### config.mk
export PLATFORM = sky130hd
export DESIGN_NAME = dedicate_micro_processor
export DESIGN_NICKNAME = d
export VERILOG_FILES = /design/src/rtl/dedicate_micro_processor.sv
export SDC_FILE = /design/constraint.sdc
export NUM_CORES = 1
export LEC_CHECK = 0
export CAP_MARGIN = 20
export CORE_MARGIN = 2
export CORE_UTILIZATION = 46
export DETAILED_ROUTE_END_ITERATION = 8
export PLACE_DENSITY = 0.75
export RECOVER_POWER = 50
export SYNTH_ARGS = -nofsm -noshare
export SYNTH_HDL_FRONTEND = slang
export SYNTH_SLANG_ARGS = --single-unit
### constraint.sdc
create_clock -name clk -period 1.05 [get_ports clk]
set_input_delay 0.105 -clock clk [delete_from_list [all_inputs] [get_ports clk]]
set_output_delay 0.105 -clock clk [all_outputs]
set_load 0.02 [all_outputs]
### src/rtl/dedicate_micro_processor.sv
// Popcount-of-four detector: a controller FSM that sequences a shift/count datapath.
// Raises led after ten edges when the sampled operand has exactly four set bits.
module dedicate_micro_processor (
  input  logic       clk,
  input  logic       rst,
  input  logic [7:0] N,
  output logic       led
);

  typedef enum logic [1:0] {
    INIT  = 2'd0,
    SHIFT = 2'd1,
    CHECK = 2'd2,
    DONE  = 2'd3
  } state_t;

  state_t      state_q, state_d;
  logic [7:0]  sr_q, sr_d;
  logic [3:0]  ones_q, ones_d;
  logic [3:0]  cnt_q, cnt_d;
  logic        led_q, led_d;

  always_ff @(posedge clk) begin
    if (rst) begin
      state_q <= INIT;
      sr_q    <= 8'd0;
      ones_q  <= 4'd0;
      cnt_q   <= 4'd0;
      led_q   <= 1'b0;
    end else begin
      state_q <= state_d;
      sr_q    <= sr_d;
      ones_q  <= ones_d;
      cnt_q   <= cnt_d;
      led_q   <= led_d;
    end
  end

  // Default is to hold every register; DONE relies on this to freeze the result.
  always_comb begin
    state_d = state_q;
    sr_d    = sr_q;
    ones_d  = ones_q;
    cnt_d   = cnt_q;
    led_d   = led_q;
    case (state_q)
      INIT: begin
        sr_d    = N;
        ones_d  = 4'd0;
        cnt_d   = 4'd0;
        led_d   = 1'b0;
        state_d = SHIFT;
      end
      SHIFT: begin
        ones_d = ones_q + {3'd0, sr_q[0]};
        sr_d   = {1'b0, sr_q[7:1]};
        cnt_d  = cnt_q + 4'd1;
        if (cnt_q == 4'd7) begin
          state_d = CHECK;
        end
      end
      CHECK: begin
        led_d   = (ones_q == 4'd4);
        state_d = DONE;
      end
      DONE: begin
        state_d = DONE;
      end
      default: begin
        state_d = INIT;
      end
    endcase
  end

  assign led = led_q;

endmodule

==> results.json, run 1 <==
{
  "worst_pin_slew_ns": 0.227,
  "synth-main-ff-cell": "dfxtp_1",
  "dp_hpwl_mm": 1.09,
  "grt_max_degree": 15,
  "critPathArrivalTime_ns": 1.35,
  "r2r_slack_ns": -0.10,
  "synth_area_um2": 803,
  "cts_buffers": 3,
  "period_minus_slack_ns": 1.15,
  "status": "finished, violations left",
  "postSynthAreaPerCell_um2": 10.0,
  "final_util_pct": 63.1,
  "timing.hold.ws_ns": 0.429,
  "place_area_um2": 993,
  "rsz0062_at_grt": "yes",
  "grtUsageTotal_pct": 16.9,
  "clock_latency_ns": 0.29,
  "drive_above_1_share_pct": 26.0,
  "critPathLaunch": "ones_q[3]",
  "ys_ff_latch": 19,
  "fin_area_um2": 1070,
  "clock_sinks": 19,
  "n_antenna_cell": 0,
  "r2r_end": "led",
  "grt_pass1_vias": 597,
  "dr_total_vias": 630,
  "wire_per_inst_um": 12.7,
  "final-instance-count-excl-fill": 117,
  "syn-num-nets": 93,
  "crit_type": "reg -> reg",
  "yosysTopAreaCell": "dfxtp_1",
  "cts_setup_buffers": 0,
  "cp_slowest_cell": "or4b_1",
  "hold_class": "in -> reg",
  "overflow": 0,
  "clockBufferDepth": 2,
  "end_kind": "register",
  "h-tree-depth": 1,
  "finalNetCount": 114,
  "p_leak_nw": 0.440,
  "gp_congestion": 0.805,
  "cpPeakStageDelay_ns": 0.53,
  "slew_violations": 0,
  "hold_viol": 0,
  "ys_seq_area_share_pct": 47.4,
  "yosys-top-cells-count": "19 x dfxtp_1, 18 x nor2_1, 7 x a211oi_1, 7 x mux2i_1",
  "max_slew_margin_pct": 84.7,
  "area_growth_pct": 32.7,
  "yosys_warnings": 0,
  "power_density_nw_per_um2": 1160,
  "yosysMostFrequentCell": "dfxtp_1",
  "core-area_um2": 1690,
  "rows": 15,
  "peakVddDrop_mv": 0.520,
  "root_buffer": "clkbuf_4",
  "finalClockSkew_ns": 0.00360,
  "chipWidth_um": 45.8,
  "dieArea_um2": 2100,
  "failed_checks": "negative setup slack",
  "portBuffers": 10,
  "synthCells": 80,
  "clk_pin_slew_ns": 0.10,
  "ant_nets": 0,
  "critical_path_required_ns": 1.25,
  "timing.final.ws_setup_ns": -0.102,
  "crit_path_end": "led",
  "grt_pass1_wl_mm": 2.50,
  "dp.cells": 113,
  "drt_iter0_drc": 13,
  "synth.top_cell.area_share_pct": 47.4,
  "synth_edf_count": 0,
  "dr.pass1.iters": 4,
  "setup_viol": 2,
  "dp_slack_ns": -0.0956,
  "cap_viol_max_count": 0,
  "synth_cell_types": 19,
  "cp_max_fo": 2,
  "fmax_mhz": 868,
  "drc": 0,
  "r2r-start": "ones_q[3]",
  "avgViaCountPerCell": 5.38,
  "cp_cell_sequence": "or4b_1 -> o41ai_2",
  "ff2ff_path_depth": 2,
  "io_pins": 11,
  "cts_tree": "built",
  "worstSetupStartpointType": "register",
  "wl_mm": 1.49,
  "min_period_over_period_pct": 110,
  "antenna_found_initial": 0,
  "ys_top_cells_by_area": "dfxtp_1 47%, mux2i_1 8.7%, nor2_1 8.4%",
  "async_flop_share_pct": 0,
  "die_height_um": 45.8,
  "start_util_pct": 47.6
}
## registers in the layout (all words and copies together), names as in the netlist
| register | count |
|---|---|
| cnt_q | 4 |
| ones_q | 4 |
| sr_q | 8 |
| state_q | 2 |
| led | 1 |
## power breakdown
part           switching, mW  internal (mW)
clock network          0.212          0.148
logic                 0.0442         0.0719
registers             0.0180          0.743
## area by class of cell
| cell class | instances | area, um^2 |
|---|---|---|
| clock buffers | 4 | 26.3 |
| fillers | 145 | 623 |
| inverters | 1 | 3.75 |
| multi-input cells | 56 | 430 |
| flip-flops and latches | 19 | 392 |
| well taps | 17 | 21.3 |
| repair buffers | 20 | 193 |
## cell usage in the layout (no fill, tap or decap), drive strengths merged
cell and instances:
a211oi 7, a21oi 1, a22oi 4, buf 10, clkbuf 4, clkdlybuf4s15 1
clkdlybuf4s50 9, dfxtp 19, ha 3, inv 1, mux2i 7, nand3b 1
nand4b 3, nor2 18, nor2b 4, o41ai 1, or2 1, or4b 1
xnor2 3, xor2 2
## worst max-delay path: cells and delay by family (launching register included)
family,cells,cell delay (ns)
AO/OA/AOI/OAI,1,0.21
AND/OR/NAND/NOR,1,0.53
flip-flops,1,0.33
## per-stage QoR
stage                     power (mW)  setup TNS (ns)
after detailed placement       0.893          -0.592
after global routing            1.30          -0.218
after global placement         0.890          -0.406
after CTS                       1.26          -0.121
final                           1.24          -0.133
after floorplan                0.833         -0.0392
## worst min-delay path by stage
stage | startpoint | endpoint | slack, ns | depth (start not counted)
final | N[7] | sr_q[7] | 0.43 | 3
after global routing | N[7] | sr_q[7] | 0.42 | 3
after CTS | N[7] | sr_q[7] | 0.42 | 3
after detailed placement | sr_q[4] | sr_q[4] | 0.49 | 2
after global placement | led | led | 0.49 | 2
after floorplan | rst | sr_q[0] | 0.18 | 1
## per-layer routing
metal  routed length, um  global-route usage, %  vias up
met1                 688                   20.7      291
met4                  17                   8.57        0
met3                  45                   2.38        2
li1                    -                      -      324
met5                   0                      0        -
met2                 738                   28.5       13
## cell families (layout without fill, tap and decap cells)
group | Yosys count | in the layout | synth area share [%]
buf+inv | 5 | 25 | 3.11
mux | 7 | 7 | 8.72
fa+ha+maj | 3 | 3 | 4.67
flops | 19 | 19 | 47.4
simple gates | 28 | 28 | 17.8
xor+xnor | 5 | 5 | 5.45
compound gates | 13 | 13 | 12.9
## what timing repair did
action | in CTS | in global routing
cloned | 0 | 0
hold buffers | 0 | 0
resized for setup | 7 | 9
setup endpoints to repair | 4 | 16
pin swaps | 3 | 3
Power figures use the tool's default switching activity.
==> run 2: changes to the inputs <==
GPL_TIMING_DRIVEN = 0   (was not set)
RECOVER_POWER = not set   (was 50)
==> results.json, run 2 (same netlist as run 1, synthesis figures left out) <==
{
  "p_clk_share_pct": 28.7,
  "clock_sinks": 19,
  "fin_area_um2": 995,
  "dr.pass1.iters": 4,
  "min_period_over_period_pct": 111,
  "clk_pin_slew_ns": 0.10,
  "r2r_end": "led",
  "finalSetupTns_ns": -0.188,
  "period_minus_slack_ns": 1.16,
  "clockBufferDepth": 2,
  "hold_end": "sr_q[7]",
  "die_height_um": 45.8,
  "peakVddDrop_mv": 0.734,
  "slew_violations": 0,
  "root_buffer": "clkbuf_4",
  "grt_pass1_wl_mm": 2.26,
  "place_area_um2": 927,
  "chipWidth_um": 45.8,
  "dp_hpwl_um": 948,
  "drive_above_1_share_pct": 22.1,
  "dr_total_vias": 611,
  "portBuffers": 10,
  "grt_pass1_vias": 538,
  "h-tree-depth": 1,
  "p_comb_share_pct": 8.8,
  "avgViaCountPerCell": 5.46,
  "switching_share_pct": 21.4,
  "cap_viol_max_count": 0,
  "rsz0062_at_grt": "yes",
  "final_common_cell": "nor2_1",
  "hold_class": "in -> reg",
  "power_density_nw_per_um2": 1220,
  "hold_buffers": 0,
  "setup_viol": 3,
  "area_growth_pct": 23.8,
  "antenna_found_initial": 0,
  "critical_path_required_ns": 1.25,
  "power_mw": 1.22,
  "finalNetCount": 109,
  "min-delay-start": "N[7]",
  "rows": 15,
  "overflow": 0,
  "crit_type": "reg -> reg",
  "end_kind": "register",
  "r2r_slack_ns": -0.11,
  "wl_mm": 1.36,
  "largest-register": "sr_q",
  "failed_checks": "negative setup slack",
  "fmax_mhz": 861,
  "ant_nets": 0,
  "drt_iter0_drc": 9,
  "cts_buffers": 3,
  "worstSetupStartpointType": "register",
  "finalClockSkew_ns": 0.00242,
  "ff2ff_path_depth": 2,
  "gp_congestion": 0.746,
  "status": "finished, violations left",
  "min_path_cells": 3,
  "io_pins": 11,
  "dieArea_um2": 2100,
  "critPathArrivalTime_ns": 1.36,
  "largest_reg_flops": 8,
  "timing.final.ws_setup_ns": -0.112,
  "cts_tree": "built",
  "n_antenna_cell": 0,
  "grtUsageTotal_pct": 15.2,
  "p_int_mw": 0.957,
  "worst_pin_slew_ns": 0.433,
  "start_util_pct": 47.6,
  "max_slew_margin_pct": 71.1,
  "core-area_um2": 1690,
  "top_regs": "sr_q: 8 flops, cnt_q: 4 flops, ones_q: 4 flops",
  "fill_cells": 149,
  "r2r-start": "ones_q[1]",
  "p_seq_share_pct": 62.5,
  "clock_latency_ns": 0.29,
  "drc": 0,
  "wire_per_inst_um": 12.2,
  "grt_max_degree": 11,
  "layout_common_cells": "18 x nor2_1, 13 x dfxtp_1, 9 x clkdlybuf4s50_1, 7 x mux2i_1, 7 x a211oi_1",
  "hold_viol": 0,
  "p_sw_mw": 0.261,
  "p_leak_nw": 0.408,
  "cp_max_fo": 4
}
[run 2: repair_timing]
item,CTS,global route
pin swaps,3,0
gates resized for setup,13,5
buffers inserted,1,0
endpoints found under the setup margin,6,17
[run 2: stage by stage]
stage | setup slack (ns) | utilization [%] | std cells | hold WS, ns
after global placement | -0.275 | 54.9 | 107 | 0.474
after global routing | -0.163 | 58.9 | 112 | 0.458
after detailed placement | -0.287 | 54.9 | 107 | 0.478
final | -0.112 | 58.9 | 112 | 0.442
after CTS | -0.0860 | 58.7 | 112 | 0.440
after floorplan | -0.0380 | - | 80 | 0.178
[run 2: routing by layer]
| metal | track usage (%) | wire (um) | vias up |
|---|---|---|---|
| met5 | 0 | 0 | - |
| met3 | 3.57 | 36 | 3 |
| li1 | - | - | 310 |
| met1 | 18.8 | 662 | 288 |
| met2 | 24.8 | 646 | 10 |
| met4 | 6.86 | 15 | 0 |
[run 2: worst max path at each step]
| stage | from | to | slack, ns | cells past startpoint |
|---|---|---|---|---|
| final | ones_q[1] | led | -0.11 | 2 |
| after global routing | ones_q[3] | led | -0.16 | 2 |
| after CTS | ones_q[3] | led | -0.09 | 2 |
| after detailed placement | rst | sr_q[7] | -0.29 | 3 |
| after global placement | rst | sr_q[7] | -0.28 | 3 |
| after floorplan | ones_q[1] | led | -0.04 | 2 |
[run 2: power by group through the flow]
stage | registers, mW | clock network (mW) | logic, mW
CTS | 0.763 | 0.370 | 0.109
global route | 0.766 | 0.404 | 0.121
global placement | 0.776 | 0 | 0.105
finish | 0.761 | 0.350 | 0.107
detailed placement | 0.777 | 0 | 0.107
floorplan | 0.774 | 0 | 0.0595
[run 2: layout make-up]
type                            instances  area (um^2)  share of cell area (%)
Multi-Input combinational cell         56          424                    42.6
Sequential cell                        19          390                    39.2
Timing Repair Buffer                   11          103                    10.3
Clock buffer                            4         26.3                    2.64
Buffer                                  4         26.3                    2.64
Tap cell                               17         21.3                    2.14
Inverter                                1         3.75                   0.377
[run 2: worst max-delay path, cell delays in order (launching register included)]
cell and delay, ns:
dfxtp_2 0.35, or4b_4 0.51, o41ai_2 0.21
